**src/rtl/mm_pkg.sv**
```systemverilog
// Shared types and default widths for the matrix-multiply tile scheduler.
package mm_pkg;

  localparam int unsigned MM_N            = 4;
  localparam int unsigned MM_ADDR_BITS    = 64;
  localparam int unsigned MM_MAX_LEN      = 4096;
  localparam int unsigned MM_COUNTER_BITS = $clog2(MM_MAX_LEN + 1);
  localparam int unsigned MM_REPEATS_BITS = $clog2(MM_MAX_LEN / MM_N + 1);
  localparam int unsigned MM_TILE_BITS    = 2 * MM_REPEATS_BITS;

  typedef enum logic [1:0] {
    IDLE  = 2'd0,
    RUN   = 2'd1,
    DRAIN = 2'd2,
    DONE  = 2'd3
  } state_e;

  typedef struct packed {
    logic [MM_ADDR_BITS-1:0]    address;
    logic [MM_COUNTER_BITS-1:0] length;
    logic [MM_REPEATS_BITS-1:0] repeats;
  } instr_t;

endpackage

```
**src/rtl/mm_tile_scheduler_if.sv**
```systemverilog
// Job, instruction and completion signals of the tile scheduler.
interface mm_tile_scheduler_if;
  import mm_pkg::*;

  logic                       job_valid;
  logic                       job_ready;
  logic [MM_ADDR_BITS-1:0]    a_base_address;
  logic [MM_ADDR_BITS-1:0]    b_base_address;
  logic [MM_COUNTER_BITS-1:0] length_input;
  logic [MM_REPEATS_BITS-1:0] row_tiles_input;
  logic [MM_REPEATS_BITS-1:0] col_tiles_input;

  logic                       a_instruction_valid;
  logic                       a_instruction_ready;
  logic [MM_ADDR_BITS-1:0]    a_address;
  logic [MM_COUNTER_BITS-1:0] a_length;
  logic [MM_REPEATS_BITS-1:0] a_repeats;

  logic                       b_instruction_valid;
  logic                       b_instruction_ready;
  logic [MM_ADDR_BITS-1:0]    b_address;
  logic [MM_COUNTER_BITS-1:0] b_length;
  logic [MM_REPEATS_BITS-1:0] b_repeats;

  logic                       tile_complete;
  logic                       job_done;
  logic                       busy;

  // Scheduler side
  modport master (
    input  job_valid, a_base_address, b_base_address, length_input,
           row_tiles_input, col_tiles_input,
           a_instruction_ready, b_instruction_ready, tile_complete,
    output job_ready, a_instruction_valid, a_address, a_length, a_repeats,
           b_instruction_valid, b_address, b_length, b_repeats, job_done, busy
  );

  // Job source / buffer / output side
  modport slave (
    output job_valid, a_base_address, b_base_address, length_input,
           row_tiles_input, col_tiles_input,
           a_instruction_ready, b_instruction_ready, tile_complete,
    input  job_ready, a_instruction_valid, a_address, a_length, a_repeats,
           b_instruction_valid, b_address, b_length, b_repeats, job_done, busy
  );

endinterface

```
**src/rtl/instruction_issuer.sv**
```systemverilog
// Issues `total` buffer instructions, stepping the address by `stride` and
// returning to the base every `wrap` issues (wrap = 0 never returns).
module instruction_issuer
  import mm_pkg::*;
(
  input  logic                       clk,
  input  logic                       reset,
  input  logic                       start,
  input  logic [MM_ADDR_BITS-1:0]    base,
  input  logic [MM_ADDR_BITS-1:0]    stride,
  input  logic [MM_COUNTER_BITS-1:0] length,
  input  logic [MM_REPEATS_BITS-1:0] repeats,
  input  logic [MM_REPEATS_BITS-1:0] wrap,
  input  logic [MM_TILE_BITS-1:0]    total,
  input  logic                       ready,
  output logic                       valid,
  output instr_t                     instr,
  output logic                       exhausted_c
);

  logic [MM_ADDR_BITS-1:0]    base_q;
  logic [MM_TILE_BITS-1:0]    total_q;
  logic [MM_TILE_BITS-1:0]    issued_q;
  logic [MM_REPEATS_BITS-1:0] wrap_q;
  logic [MM_REPEATS_BITS-1:0] wrap_cnt_q;
  logic [MM_REPEATS_BITS-1:0] wrap_cnt_next;
  logic                       exhausted_q;
  logic                       fire;
  logic                       last;

  assign fire          = valid && ready;
  assign last          = fire && ((issued_q + MM_TILE_BITS'(1)) == total_q);
  assign wrap_cnt_next = wrap_cnt_q + MM_REPEATS_BITS'(1);
  // Exhaustion is visible in the cycle of the final handshake.
  assign exhausted_c   = exhausted_q || last;

  always_ff @(posedge clk) begin
    if (reset) begin
      valid       <= 1'b0;
      instr       <= '0;
      base_q      <= '0;
      total_q     <= '0;
      issued_q    <= '0;
      wrap_q      <= '0;
      wrap_cnt_q  <= '0;
      exhausted_q <= 1'b1;
    end else if (start) begin
      valid         <= 1'b1;
      instr.address <= base;
      instr.length  <= length;
      instr.repeats <= repeats;
      base_q        <= base;
      total_q       <= total;
      issued_q      <= '0;
      wrap_q        <= wrap;
      wrap_cnt_q    <= '0;
      exhausted_q   <= 1'b0;
    end else if (fire) begin
      issued_q <= issued_q + MM_TILE_BITS'(1);
      if (last) begin
        valid       <= 1'b0;
        exhausted_q <= 1'b1;
      end else if ((wrap_q != '0) && (wrap_cnt_next == wrap_q)) begin
        instr.address <= base_q;
        wrap_cnt_q    <= '0;
      end else begin
        instr.address <= instr.address + stride;
        wrap_cnt_q    <= wrap_cnt_next;
      end
    end
  end

endmodule

```
**src/rtl/mm_tile_scheduler.sv**
```systemverilog
// Job-level controller: splits a matrix product into N x N output tiles,
// issues A/B buffer instructions and reports job completion.
module mm_tile_scheduler
  import mm_pkg::*;
#(
  parameter int unsigned N                    = MM_N,
  parameter int unsigned MEMORY_ADDRESS_BITS  = MM_ADDR_BITS,
  parameter int unsigned MAX_MATRIX_LENGTH    = MM_MAX_LEN,
  parameter int unsigned COUNTER_BITS         = $clog2(MAX_MATRIX_LENGTH + 1),
  parameter int unsigned REPEATS_COUNTER_BITS = $clog2(MAX_MATRIX_LENGTH / N + 1),
  parameter int unsigned TILE_COUNT_BITS      = 2 * REPEATS_COUNTER_BITS
) (
  input  logic                 clk,
  input  logic                 reset,
  mm_tile_scheduler_if.master  bus
);

  state_e state_q;
  state_e state_d;

  logic [MEMORY_ADDRESS_BITS-1:0] stride_q;
  logic [TILE_COUNT_BITS-1:0]     total_tiles_q;
  logic [TILE_COUNT_BITS-1:0]     completed_q;
  logic [TILE_COUNT_BITS-1:0]     tiles_c;
  logic [TILE_COUNT_BITS-1:0]     completed_next_c;

  logic   accept_c;
  logic   zero_job_c;
  logic   start_c;
  logic   counting_c;
  logic   all_done_c;
  logic   a_exhausted_c;
  logic   b_exhausted_c;
  logic   a_valid;
  logic   b_valid;
  instr_t a_instr;
  instr_t b_instr;

  logic job_ready_d, busy_d, job_done_d;
  logic job_ready_q, busy_q, job_done_q;

  assign accept_c   = (state_q == IDLE) && bus.job_valid;
  assign zero_job_c = (bus.length_input == COUNTER_BITS'(0))
                   || (bus.row_tiles_input == REPEATS_COUNTER_BITS'(0))
                   || (bus.col_tiles_input == REPEATS_COUNTER_BITS'(0));
  assign start_c    = accept_c && !zero_job_c;
  assign tiles_c    = TILE_COUNT_BITS'(bus.row_tiles_input) * TILE_COUNT_BITS'(bus.col_tiles_input);

  // Completions only count while a job is in flight.
  assign counting_c       = bus.tile_complete && ((state_q == RUN) || (state_q == DRAIN));
  assign completed_next_c = completed_q + TILE_COUNT_BITS'(counting_c);
  assign all_done_c       = (completed_next_c == total_tiles_q);

  always_ff @(posedge clk) begin
    if (reset) state_q <= IDLE;
    else       state_q <= state_d;
  end

  always_comb begin
    state_d = state_q;
    case (state_q)
      IDLE:  if (accept_c) state_d = zero_job_c ? DONE : RUN;
      RUN:   if (a_exhausted_c && b_exhausted_c) state_d = all_done_c ? DONE : DRAIN;
      DRAIN: if (all_done_c) state_d = DONE;
      DONE:  state_d = IDLE;
      default: state_d = IDLE;
    endcase
  end

  // Outputs decoded from the next state so they register in step with it.
  always_comb begin
    job_ready_d = 1'b0;
    busy_d      = 1'b1;
    job_done_d  = 1'b0;
    case (state_d)
      IDLE: begin
        job_ready_d = 1'b1;
        busy_d      = 1'b0;
      end
      DONE:    job_done_d = 1'b1;
      default: ;
    endcase
  end

  always_ff @(posedge clk) begin
    if (reset) begin
      job_ready_q <= 1'b1;
      busy_q      <= 1'b0;
      job_done_q  <= 1'b0;
    end else begin
      job_ready_q <= job_ready_d;
      busy_q      <= busy_d;
      job_done_q  <= job_done_d;
    end
  end

  // Job registers; the stride is the only multiply on the address path.
  always_ff @(posedge clk) begin
    if (reset) begin
      stride_q      <= '0;
      total_tiles_q <= '0;
      completed_q   <= '0;
    end else if (accept_c) begin
      stride_q      <= MEMORY_ADDRESS_BITS'(bus.length_input) * MEMORY_ADDRESS_BITS'(N);
      total_tiles_q <= tiles_c;
      completed_q   <= '0;
    end else if (counting_c) begin
      completed_q   <= completed_next_c;
    end
  end

  instruction_issuer u_a_issuer (
    .clk         (clk),
    .reset       (reset),
    .start       (start_c),
    .base        (bus.a_base_address),
    .stride      (stride_q),
    .length      (bus.length_input),
    .repeats     (bus.col_tiles_input),
    .wrap        (MM_REPEATS_BITS'(0)),
    .total       (MM_TILE_BITS'(bus.row_tiles_input)),
    .ready       (bus.a_instruction_ready),
    .valid       (a_valid),
    .instr       (a_instr),
    .exhausted_c (a_exhausted_c)
  );

  instruction_issuer u_b_issuer (
    .clk         (clk),
    .reset       (reset),
    .start       (start_c),
    .base        (bus.b_base_address),
    .stride      (stride_q),
    .length      (bus.length_input),
    .repeats     (MM_REPEATS_BITS'(1)),
    .wrap        (bus.col_tiles_input),
    .total       (tiles_c),
    .ready       (bus.b_instruction_ready),
    .valid       (b_valid),
    .instr       (b_instr),
    .exhausted_c (b_exhausted_c)
  );

  assign bus.job_ready           = job_ready_q;
  assign bus.busy                = busy_q;
  assign bus.job_done            = job_done_q;
  assign bus.a_instruction_valid = a_valid;
  assign bus.a_address           = a_instr.address;
  assign bus.a_length            = a_instr.length;
  assign bus.a_repeats           = a_instr.repeats;
  assign bus.b_instruction_valid = b_valid;
  assign bus.b_address           = b_instr.address;
  assign bus.b_length            = b_instr.length;
  assign bus.b_repeats           = b_instr.repeats;

endmodule

```
**src/flat_wrapper.sv**
```systemverilog
// flat-port wrapper written by rule: the top's interface ports become plain ports
module mm_tile_scheduler_flat import mm_pkg::*;
#(
  parameter int unsigned N                    = MM_N,
  parameter int unsigned MEMORY_ADDRESS_BITS  = MM_ADDR_BITS,
  parameter int unsigned MAX_MATRIX_LENGTH    = MM_MAX_LEN,
  parameter int unsigned COUNTER_BITS         = $clog2(MAX_MATRIX_LENGTH + 1),
  parameter int unsigned REPEATS_COUNTER_BITS = $clog2(MAX_MATRIX_LENGTH / N + 1),
  parameter int unsigned TILE_COUNT_BITS      = 2 * REPEATS_COUNTER_BITS
)
  (clk, reset, bus_job_valid, bus_a_base_address, bus_b_base_address, bus_length_input, bus_row_tiles_input, bus_col_tiles_input, bus_a_instruction_ready, bus_b_instruction_ready, bus_tile_complete, bus_job_ready, bus_a_instruction_valid, bus_a_address, bus_a_length, bus_a_repeats, bus_b_instruction_valid, bus_b_address, bus_b_length, bus_b_repeats, bus_job_done, bus_busy);
  mm_tile_scheduler_if bus_i ();
  input  logic clk;
  input  logic reset;
  input wire logic [$bits(bus_i.job_valid)-1:0] bus_job_valid;
  input wire logic [$bits(bus_i.a_base_address)-1:0] bus_a_base_address;
  input wire logic [$bits(bus_i.b_base_address)-1:0] bus_b_base_address;
  input wire logic [$bits(bus_i.length_input)-1:0] bus_length_input;
  input wire logic [$bits(bus_i.row_tiles_input)-1:0] bus_row_tiles_input;
  input wire logic [$bits(bus_i.col_tiles_input)-1:0] bus_col_tiles_input;
  input wire logic [$bits(bus_i.a_instruction_ready)-1:0] bus_a_instruction_ready;
  input wire logic [$bits(bus_i.b_instruction_ready)-1:0] bus_b_instruction_ready;
  input wire logic [$bits(bus_i.tile_complete)-1:0] bus_tile_complete;
  output wire logic [$bits(bus_i.job_ready)-1:0] bus_job_ready;
  output wire logic [$bits(bus_i.a_instruction_valid)-1:0] bus_a_instruction_valid;
  output wire logic [$bits(bus_i.a_address)-1:0] bus_a_address;
  output wire logic [$bits(bus_i.a_length)-1:0] bus_a_length;
  output wire logic [$bits(bus_i.a_repeats)-1:0] bus_a_repeats;
  output wire logic [$bits(bus_i.b_instruction_valid)-1:0] bus_b_instruction_valid;
  output wire logic [$bits(bus_i.b_address)-1:0] bus_b_address;
  output wire logic [$bits(bus_i.b_length)-1:0] bus_b_length;
  output wire logic [$bits(bus_i.b_repeats)-1:0] bus_b_repeats;
  output wire logic [$bits(bus_i.job_done)-1:0] bus_job_done;
  output wire logic [$bits(bus_i.busy)-1:0] bus_busy;
  assign bus_i.job_valid = bus_job_valid;
  assign bus_i.a_base_address = bus_a_base_address;
  assign bus_i.b_base_address = bus_b_base_address;
  assign bus_i.length_input = bus_length_input;
  assign bus_i.row_tiles_input = bus_row_tiles_input;
  assign bus_i.col_tiles_input = bus_col_tiles_input;
  assign bus_i.a_instruction_ready = bus_a_instruction_ready;
  assign bus_i.b_instruction_ready = bus_b_instruction_ready;
  assign bus_i.tile_complete = bus_tile_complete;
  assign bus_job_ready = bus_i.job_ready;
  assign bus_a_instruction_valid = bus_i.a_instruction_valid;
  assign bus_a_address = bus_i.a_address;
  assign bus_a_length = bus_i.a_length;
  assign bus_a_repeats = bus_i.a_repeats;
  assign bus_b_instruction_valid = bus_i.b_instruction_valid;
  assign bus_b_address = bus_i.b_address;
  assign bus_b_length = bus_i.b_length;
  assign bus_b_repeats = bus_i.b_repeats;
  assign bus_job_done = bus_i.job_done;
  assign bus_busy = bus_i.busy;
  mm_tile_scheduler #(.N(N), .MEMORY_ADDRESS_BITS(MEMORY_ADDRESS_BITS), .MAX_MATRIX_LENGTH(MAX_MATRIX_LENGTH), .COUNTER_BITS(COUNTER_BITS), .REPEATS_COUNTER_BITS(REPEATS_COUNTER_BITS), .TILE_COUNT_BITS(TILE_COUNT_BITS)) u_core (.clk(clk), .reset(reset), .bus(bus_i));
endmodule
```
**config.mk**
```make
export PLATFORM = sky130hd
export DESIGN_NAME = mm_tile_scheduler_flat
export DESIGN_NICKNAME = d
export VERILOG_FILES = /design/src/rtl/mm_pkg.sv /design/src/rtl/mm_tile_scheduler_if.sv /design/src/rtl/instruction_issuer.sv /design/src/rtl/mm_tile_scheduler.sv /design/src/flat_wrapper.sv
export SDC_FILE = /design/constraint.sdc
export NUM_CORES = 1
export LEC_CHECK = 0
export CAP_MARGIN = 20
export CORE_MARGIN = 2
export CORE_UTILIZATION = 53
export CTS_CLUSTER_SIZE = 16
export DETAILED_ROUTE_END_ITERATION = 8
export PLACE_DENSITY_LB_ADDON = 0.05
export SYNTH_ARGS = -nofsm -noshare
export SYNTH_HDL_FRONTEND = slang
export SYNTH_SLANG_ARGS = --single-unit
```
**constraint.sdc**
```tcl
create_clock -name clk -period 15.8 [get_ports clk]
set_clock_uncertainty 0.1 [all_clocks]
set_input_delay 3.16 -clock clk [delete_from_list [all_inputs] [get_ports clk]]
set_output_delay 3.16 -clock clk [all_outputs]
set_load 0.01 [all_outputs]
```
* Yosys cells after proc, flatten, opt, wreduce, memory -nomap -nowiden *
Cells that the tools add are included.

storage, ports and cells
  register bits = 371
  input port bits = 169
  output and inout bits = 181

operators by class
  $add $sub $neg = 6
  multipliers = 1
  eq/ne operators = 10
  mux-type cells = 29
  bitwise operators = 1
  reduce and logical (&&, ||, !) cells = 32

operator list
  kind                                                             count
  64-bit 2-to-1 mux                                                7
  64-bit by 15-bit adder with 64-bit output                        2
  22-bit by 1-bit adder with 22-bit output, second input constant  2
  22-bit == test                                                   2
  22-bit by 1-bit adder with 22-bit output                         1
  22-bit by 11-bit == test with 1-bit output                       1
  11-bit zero test                                                 2
  11-bit by 11-bit multiplier with 22-bit output                   1
  1-bit 2-to-1 mux                                                 16
  13-bit zero test                                                 1
  11-bit by 1-bit adder with 11-bit output, second input constant  1
  11-bit == test                                                   1
  11-bit 2-to-1 mux                                                1
  11-bit nonzero test                                              1
  2-bit AND reduction                                              5
  1-bit logical AND                                                9
  2-bit 2-to-1 mux                                                 4
  2-bit case mux with 4 select lines                               1
  2-bit nonzero test                                               4
  2-bit == test, second input constant                             3
  1-bit logical OR                                                 5
  2-bit zero test                                                  2
  2-bit by 1-bit != test with 1-bit output, second input constant  2
  2-bit OR reduction                                               2
  3 further kinds                                                  3

* Longest topological paths before layout *
Gate-level depths: netlist of run 1.

  word-level depth = 10
  depth in mapped cells = 22

* Modules after synthesis *
Synthesis of run 1 repeated with hierarchy kept, for this count alone.

unflattened totals
  cells, all modules = 4456
  area, all modules = 35124.9 sq um

by module, submodules not included
  module                                   times used  cells each  area an instance (sq um)  seq. area each (sq um)
  instruction_issuer at u_core.u_b_issuer  1           1770        13945.9                   4404.2
  instruction_issuer at u_core.u_a_issuer  1           1776        13875.8                   4404.2
  mm_tile_scheduler                        1           910         7303.3                    1241.2

* Worst setup path before layout of run 1 *
Ideal clock, no wire load.

  path type = input to register
  start = in bus_col_tiles_input[4]
  end = reg u_core.total_tiles_q[21]
  data arrival time = 7.975 ns
  required time = 15.578 ns
  path slack = 7.603 ns
  cell stages on the path = 19
  path buffers = 1
  cell sequence = clkbuf_1 -> nand2_1 -> fa_1 -> fa_1 -> fa_1 -> inv_1 -> fa_1 -> inv_1 -> fa_1 -> inv_1 -> ha_1 -> o21a_1 -> o21ai_0 -> o21bai_1 -> a211o_1 -> nand4_1 -> a41oi_1 -> nor4_1 -> a311o_1

between the ends
  longest elaborated chain between the ends = 1

ends and longest elaborated chain
  item                                            RTL line                  RTL
  start, declared                                 flat_wrapper.sv:20        input wire logic [$bits(bus_i.col_tiles_input)-1:0] bus_col_tiles_input;
  11-bit by 11-bit multiplier with 22-bit output  mm_tile_scheduler.sv:47   assign tiles_c = TILE_COUNT_BITS'(bus.row_tiles_input) * TILE_COUNT_BITS'(bus.col_tiles_input);
  end signal, assigned                            mm_tile_scheduler.sv:105  total_tiles_q <= tiles_c;
  end, declared                                   mm_tile_scheduler.sv:22   logic [TILE_COUNT_BITS-1:0] total_tiles_q;

No other way between the ends.
A chain may end at the register's enable or synchronous reset.

* Worst setup path after layout of run 1 *
  start = in bus_row_tiles_input[4]
  end = reg u_core.u_b_issuer.total_q[16]

between the ends
  longest elaborated chain between the ends = 5
  elaborated cells on any way between the ends = 6
  those cells by class = 1 x mul; 5 x reduce/logical

ends and longest elaborated chain
  item                                                                                                    RTL line                  RTL
  start, declared                                                                                         flat_wrapper.sv:19        input wire logic [$bits(bus_i.row_tiles_input)-1:0] bus_row_tiles_input;
  parallel branches: the longest is 5 deep, another holds 11-bit by 11-bit multiplier with 22-bit output  n/a
  end signal, assigned                                                                                    instruction_issuer.sv:53  total_q <= total;
  end, declared                                                                                           instruction_issuer.sv:22  logic [MM_TILE_BITS-1:0] total_q;

Several ways; the timed one is not identified.

==> results of run 1 <==
power breakdown:
group | switching [mW] | internal (mW) | total, mW
Clock | 0.421 | 0.623 | 1.04
Sequential | 0.177 | 1.10 | 1.28
Combinational | 1.13 | 0.754 | 1.88
Total | 1.72 | 2.48 | 4.21
through the flow:
| stage | cell area (sq um) | power (mW) | hold slack [ns] |
|---|---|---|---|
| floorplan | 24300 | 2.49 | 0.331 |
| detailed placement | 27700 | 3.15 | 0.342 |
| finish | 29200 | 4.21 | 0.349 |
| CTS | 29200 | 4.20 | 0.351 |
| global placement | 27700 | 3.11 | 0.338 |
| global route | 29200 | 4.48 | 0.369 |
area by class of cell:
class | instances | area (sq um)
antenna | 6 | 15.0
clock buffer | 55 | 1240
clock inverter | 21 | 231
fill | 4059 | 16100
inverter | 134 | 503
multi-input combinational | 2435 | 15400
sequential | 371 | 7430
tap | 600 | 751
timing repair buffer | 361 | 3560
cell usage after synthesis (19+ instances only):
cell type | number | share of area
ha_1 | 95 | 0.049
and2_1 | 88 | 0.023
dfxtp_1 | 371 | 0.31
a21o_1 | 19 | 0.0059
fa_1 | 82 | 0.068
o21ai_0 | 128 | 0.026
inv_1 | 133 | 0.021
o211ai_1 | 26 | 0.0080
xor2_1 | 67 | 0.024
nor2_1 | 244 | 0.038
xnor2_1 | 133 | 0.048
a21oi_1 | 305 | 0.063
clkbuf_1 | 174 | 0.027
a31oi_1 | 47 | 0.012
nand3_1 | 106 | 0.022
buf_4 | 28 | 0.0086
nor4_1 | 34 | 0.0088
nand2_1 | 533 | 0.082
or3_1 | 31 | 0.0080
nor3_1 | 84 | 0.017
nand4_1 | 40 | 0.010
and3_1 | 55 | 0.014
a211oi_1 | 48 | 0.015
placed cells by master (no fill, tap or decap), types with 8 or more instances in the layout:
| master | Yosys | final |
|---|---|---|
| dfxtp_1 | 371 | 371 |
| nor2_1 | 244 | 243 |
| xor2_1 | 67 | 67 |
| clkinv_2 | 0 | 9 |
| nor3_1 | 84 | 84 |
| a211oi_1 | 48 | 48 |
| a311oi_1 | 13 | 13 |
| a21oi_1 | 305 | 304 |
| nor4b_1 | 12 | 12 |
| clkdlybuf4s50_1 | 0 | 338 |
| nor2b_1 | 12 | 12 |
| conb_1 | 1 | 10 |
| mux2i_1 | 14 | 14 |
| fa_1 | 82 | 82 |
| and2_1 | 88 | 88 |
| and4_1 | 17 | 16 |
| nor3b_1 | 10 | 10 |
| or3_1 | 31 | 31 |
| nand2b_1 | 16 | 16 |
| nand2_1 | 533 | 532 |
| buf_4 | 28 | 21 |
| ha_1 | 95 | 95 |
| a21o_1 | 19 | 18 |
| o21ai_0 | 128 | 128 |
| o21a_1 | 16 | 16 |
| a211o_1 | 10 | 10 |
| nand4_1 | 40 | 40 |
| inv_1 | 133 | 133 |
| or4_1 | 9 | 9 |
| and3_1 | 55 | 54 |
| a31oi_1 | 47 | 47 |
| o21bai_1 | 8 | 8 |
| xnor2_1 | 133 | 133 |
| o31ai_1 | 8 | 8 |
| nor4_1 | 34 | 34 |
| o211ai_1 | 26 | 26 |
| clkbuf_16 | 0 | 45 |
| clkbuf_8 | 0 | 9 |
| nand3_1 | 106 | 105 |
worst reg2reg max path, stage by stage (launching register included):
cell,delay [ns]
dfxtp_1,0.35
inv_1,0.10
ha_1,0.30
nand2_1,0.37
inv_1,0.36
ha_1,0.24
nand3_1,0.30
or3_1,0.47
nor3_1,0.26
xnor2_1,0.09
nor4_1,0.35
nand4_1,0.24
o32ai_1,0.37
a2111oi_2,0.13
o31a_1,0.31
per-layer routing:
metal | vias to the layer above | GRT usage | part of all wire
li1 | 11300 | - | -
met5 | - | 0 | 0
met3 | 168 | 0.0415 | 0.057
met2 | 832 | 0.541 | 0.47
met4 | 0 | 0.131 | 0.039
met1 | 11300 | 0.428 | 0.43
how the worst min path moves through the flow:
stage / from / end / depth (start not counted)
after floorplan: u_core.u_b_issuer.base_q[41] / u_core.u_b_issuer.base_q[41] / 2
after global placement: u_core.u_b_issuer.base_q[0] / u_core.u_b_issuer.base_q[0] / 2
after detailed placement: u_core.u_b_issuer.base_q[1] / u_core.u_b_issuer.base_q[1] / 2
after CTS: u_core.u_b_issuer.base_q[1] / u_core.u_b_issuer.base_q[1] / 2
after global routing: u_core.u_b_issuer.base_q[8] / u_core.u_b_issuer.base_q[8] / 2
final: u_core.u_b_issuer.base_q[41] / u_core.u_b_issuer.base_q[41] / 2
registers in the layout, indices dropped and copies added (netlist names):
name	flops
u_core.bus.job_ready	1
u_core.u_b_issuer.exhausted_q	1
u_core.u_a_issuer.issued_q	22
u_core.stride_q	13
u_core.u_a_issuer.exhausted_q	1
u_core.state_q	2
u_core.bus.busy	1
u_core.u_b_issuer.valid	1
u_core.u_b_issuer.base_q	64
u_core.u_b_issuer.total_q	22
u_core.u_b_issuer.wrap_cnt_q	11
u_core.u_a_issuer.total_q	11
u_core.u_a_issuer.valid	1
u_core.completed_q	22
u_core.total_tiles_q	22
u_core.u_b_issuer.instr	65
u_core.bus.job_done	1
u_core.u_a_issuer.instr	88
u_core.u_b_issuer.issued_q	22
cells by family (layout without fill, tap and decap cells):
kind of cell | after synthesis | count (layout) | synth area share
and+or+nand+nor | 1320 | 1320 | 0.258
AOI/OAI and AO/OA | 713 | 713 | 0.180
DFF | 371 | 371 | 0.306
buffers and inverters | 362 | 571 | 0.0613
xor gates and xnor gates | 200 | 200 | 0.0721
adders and majority gates | 177 | 177 | 0.116
muxes | 15 | 15 | 0.00623
other | 1 | 16 | 0.000154
==> metrics.yaml, run 1 <==
status:
  status: "complete, no violations"
critical_path:
  rrSetupSlack_ns: 11.35
  critical_path_cell_count: 18
  worstSetupEndpoint: "u_core.u_b_issuer.total_q[16]"
  path_buf_inv: 3
  reg2reg_from: "u_core.state_q[1]"
  crit_slowest_cell: "clkdlybuf4s50_1"
  crit_arrival_ns: 9.09
  reg2reg_to: "u_core.bus.job_ready"
  cp-start-kind: "input pin"
  crit_required_ns: 16.20
  cpMostUsedCell: "fa_1"
  path_max_fanout: 13
  end_kind: "flip-flop"
  max_stage_delay_ns: 0.76
  critical_path.cell_chain: "clkdlybuf4s50_1 > and2_1 > fa_1 > fa_1 > fa_1 > fa_1 > inv_1 > fa_1 > inv_1 > ha_1 > o21ai_0 > nor2_1 > nor2_1 > o31ai_1 > a21oi_1 > o21ai_0 > or4_1 > nand3_1"
  cp_top_family: "adder cells"
  r2r_cells: 14
  crit_start: "bus_row_tiles_input[4]"
  critPathKind: "input pin to flip-flop"
final_layout:
  drive_above_1_share: 0.0364
  final_util: 0.644
  finish.net_count: 3693
  syn_to_final_growth_pct: 20.1
  fin_cells: 3983
clock_network:
  clk_path_buf_depth: 3
  clkLatencyLatePin_ns: 0.57
  cts_sinks: 371
  clkSlewWorstSetupHoldPaths_ns: 0.06
  cts_resized: 0
  cts_tree: "done"
  postCtsHoldBufs: 0
  h-tree-depth: 2
  cts_made_buffers: 44
  clock-root-buffer: "clkbuf_16"
  cts_setup_buffers: 0
power:
  powerDensity_nw_per_um2: 144
  power.leakage_nw: 11.0
  irDropWorstVdd_mv: 0.129
detailed_routing:
  dr.pass1.iters: 6
  antenna_left: 0
  vias: 23600
  wl_mm: 78.4
  vias_per_cell: 5.94
  wire_per_inst_um: 19.7
  drt_iter0_drc: 1870
  drc: 0
yosys:
  ys_ff_latch: 371
  ys_seq_area_frac: 0.306
  yosys_warnings: 0
  synthDistinctLibCells: 85
  syn_area_per_cell_sq_um: 7.69
  synth_edf_count: 0
  synth_cells: 3159
  async_flop_share: 0
  ys.flop_type: "dfxtp_1"
  synth_area_sq_um: 24300
floorplan:
  die-area_sq_um: 47600
  die-width_um: 218
  die_h_um: 218
  io_pins: 350
  start_util: 0.537
  core_area_sq_um: 45300
  row_count: 78
place:
  dpl.hpwl_mm: 56.8
  dpl.cell_count: 3900
  placement.setup.worst_slack_ns: 6.59
  io_buffers: 339
  place.gp.congestion: 0.892
job:
  cap_violations: 0
global_route:
  grt_usage: 0.325
  grt_pass1_vias: 22700
  grt_max_degree: 104
  grt_overflow: 0
  antenna_found_initial: 5
  grt_pass1_wl_mm: 124
sta:
  hold_viol: 0
  slew_headroom: 0.204
  report.final.slew_viol_count: 0
  worst_pin_slew_ns: 1.19
  setup-tns-final_ns: 0
  fin_crit_ns: 8.69
  fin_crit_sh: 0.550
  setup_violations: 0
  fmax_mhz: 115
  grt_setup_unrepaired: "no"
  worst_slack_ns: 7.11
hold_path:
  hp-class: "flip-flop to flip-flop"
Power figures use the tool's default switching activity.
==> run 2, diff against run 1 <==
==> constraint.sdc (replaced) <==
create_clock -name clk -period 8.16 [get_ports clk]
set_clock_uncertainty 0.1 [all_clocks]
set_input_delay 1.632 -clock clk [delete_from_list [all_inputs] [get_ports clk]]
set_output_delay 1.632 -clock clk [all_outputs]
set_load 0.01 [all_outputs]
==> run 2 against run 1 <==
Against the previous run: power up 94%; sequential cell count unchanged; clock power up 91%; first-iteration DRC count up 4.4%; final area about the same; combinational power up 96%; sequential share of layout area about the same; cell count unchanged; utilization about the same; global-route usage up 0.31 points; non-clock buffer count up 2; sequential power up 93%; critical path type unchanged; largest power group unchanged.
==> metrics.yaml, run 2 (same netlist as run 1, synthesis figures left out) <==
final_layout:
  finish.net_count: 3694
  layout_commonest_cell: "nand2_1"
  drive_above_1_share: 0.0361
  most-common-layout-cells: "532 x nand2_1, 371 x dfxtp_1, 338 x clkdlybuf4s50_1"
  top_regs: "u_core.u_a_issuer.instr: 88 flops, u_core.u_b_issuer.instr: 65 flops, u_core.u_b_issuer.base_q: 64 flops"
  largest_reg_flops: 88
  syn_to_final_growth_pct: 20.1
  regMostFlops: "u_core.u_a_issuer.instr"
global_route:
  grt_usage: 0.328
  grt_pass1_wl_mm: 125
  grt_overflow: 0
  grt_max_degree: 133
  antenna_found_initial: 4
  grt_pass1_vias: 23000
clock_network:
  clk_path_buf_depth: 3
  cts_sinks: 371
  cts_made_buffers: 43
  clock-root-buffer: "clkbuf_16"
  cts_setup_buffers: 0
  clkSlewWorstSetupHoldPaths_ns: 0.06
  h-tree-depth: 2
  postCtsHoldBufs: 0
  cts_tree: "done"
  cts_resized: 0
  clkLatencyLatePin_ns: 0.56
floorplan:
  die-width_um: 218
  io_pins: 350
  start_util: 0.537
  row_count: 78
  die-area_sq_um: 47600
  die_h_um: 218
  core_area_sq_um: 45300
power:
  irDropWorstVdd_mv: 0.245
  powerDensity_nw_per_um2: 279
  power.leakage_nw: 11.1
detailed_routing:
  vias_per_cell: 5.94
  antenna_left: 0
  vias: 23700
  wl_mm: 79.3
  drc: 0
  wire_per_inst_um: 19.9
  drt_iter0_drc: 1952
  dr.pass1.iters: 6
sta:
  fin_crit_ns: 7.18
  fmax_mhz: 139
  fin_crit_sh: 0.880
  worst_pin_slew_ns: 1.11
  grt_setup_unrepaired: "no"
  hold_viol: 0
  setup-tns-final_ns: 0
  setup_violations: 0
  worst_slack_ns: 0.975
  hold_slack_ns: 0.352
  report.final.slew_viol_count: 0
  slew_headroom: 0.253
place:
  placement.setup.worst_slack_ns: 0.498
  place.gp.congestion: 0.934
  dpl.hpwl_mm: 56.9
  io_buffers: 339
critical_path:
  crit_arrival_ns: 7.54
  crit_required_ns: 8.51
  cp-start-kind: "input pin"
  path_max_fanout: 13
  end_kind: "flip-flop"
  critPathKind: "input pin to flip-flop"
job:
  cap_violations: 0
status:
  status: "complete, no violations"
hold_path:
  hp-class: "flip-flop to flip-flop"
==> run 2: through the flow <==
step,instance area (sq um),utilization,power [mW],instances
4_1_cts,29200,0.645,8.14,3979
3_5_place_dp,27700,0.612,6.12,3903
2_1_floorplan,24300,-,4.82,3168
3_3_place_gp,27700,0.612,6.05,3903
5_1_grt,29200,0.645,8.67,3983
6_report,29200,0.645,8.15,3983
==> run 2: final cells by class <==
type	count	area, sq um
fillers	4030	16100
multi-input cells	2435	15400
flip-flops and latches	371	7430
repair buffers	363	3600
clock buffers	63	1320
well taps	600	751
inverters	134	503
clock inverters	13	129
diodes	4	10.0
==> run 2: final timing paths <==
kind | from | depth (start not counted) | slack (ns) | to
setup / recovery | bus_row_tiles_input[5] | 19 | 0.98 | u_core.total_tiles_q[21]
hold / removal | u_core.u_b_issuer.base_q[55] | 2 | 0.35 | u_core.u_b_issuer.base_q[55]
setup reg to reg | u_core.u_b_issuer.issued_q[0] | 11 | 3.59 | u_core.u_b_issuer.instr[55]
hold reg to reg | u_core.u_b_issuer.base_q[55] | 2 | 0.35 | u_core.u_b_issuer.base_q[55]
==> run 2: worst max-delay path: stages <==
cell and delay, ns:
clkdlybuf4s50_1 0.86, nand2_1 0.17, fa_1 0.59, fa_1 0.43, fa_1 0.50, inv_1 0.06, fa_1 0.52, inv_1 0.05
fa_1 0.52, inv_1 0.04, ha_1 0.31, o21a_1 0.13, o21ai_0 0.28, o21bai_1 0.22, a211o_1 0.22, nand4_1 0.16
a41oi_1 0.38, nor4_1 0.09, a311o_1 0.34
==> run 2: where the power goes <==
| group | internal [mW] | switching, mW |
|---|---|---|
| Combinational | 1.47 | 2.22 |
| Clock | 1.19 | 0.805 |
| Sequential | 2.14 | 0.338 |
==> run 2: per-layer routing <==
layer	wire length [um]	part of all wire	up-vias	global-route usage
li1	-	-	11300	-
met1	33900	0.43	11300	0.430
met2	36900	0.47	883	0.542
met3	5090	0.064	178	0.0454
met4	3350	0.042	0	0.143
met5	0	0	-	0
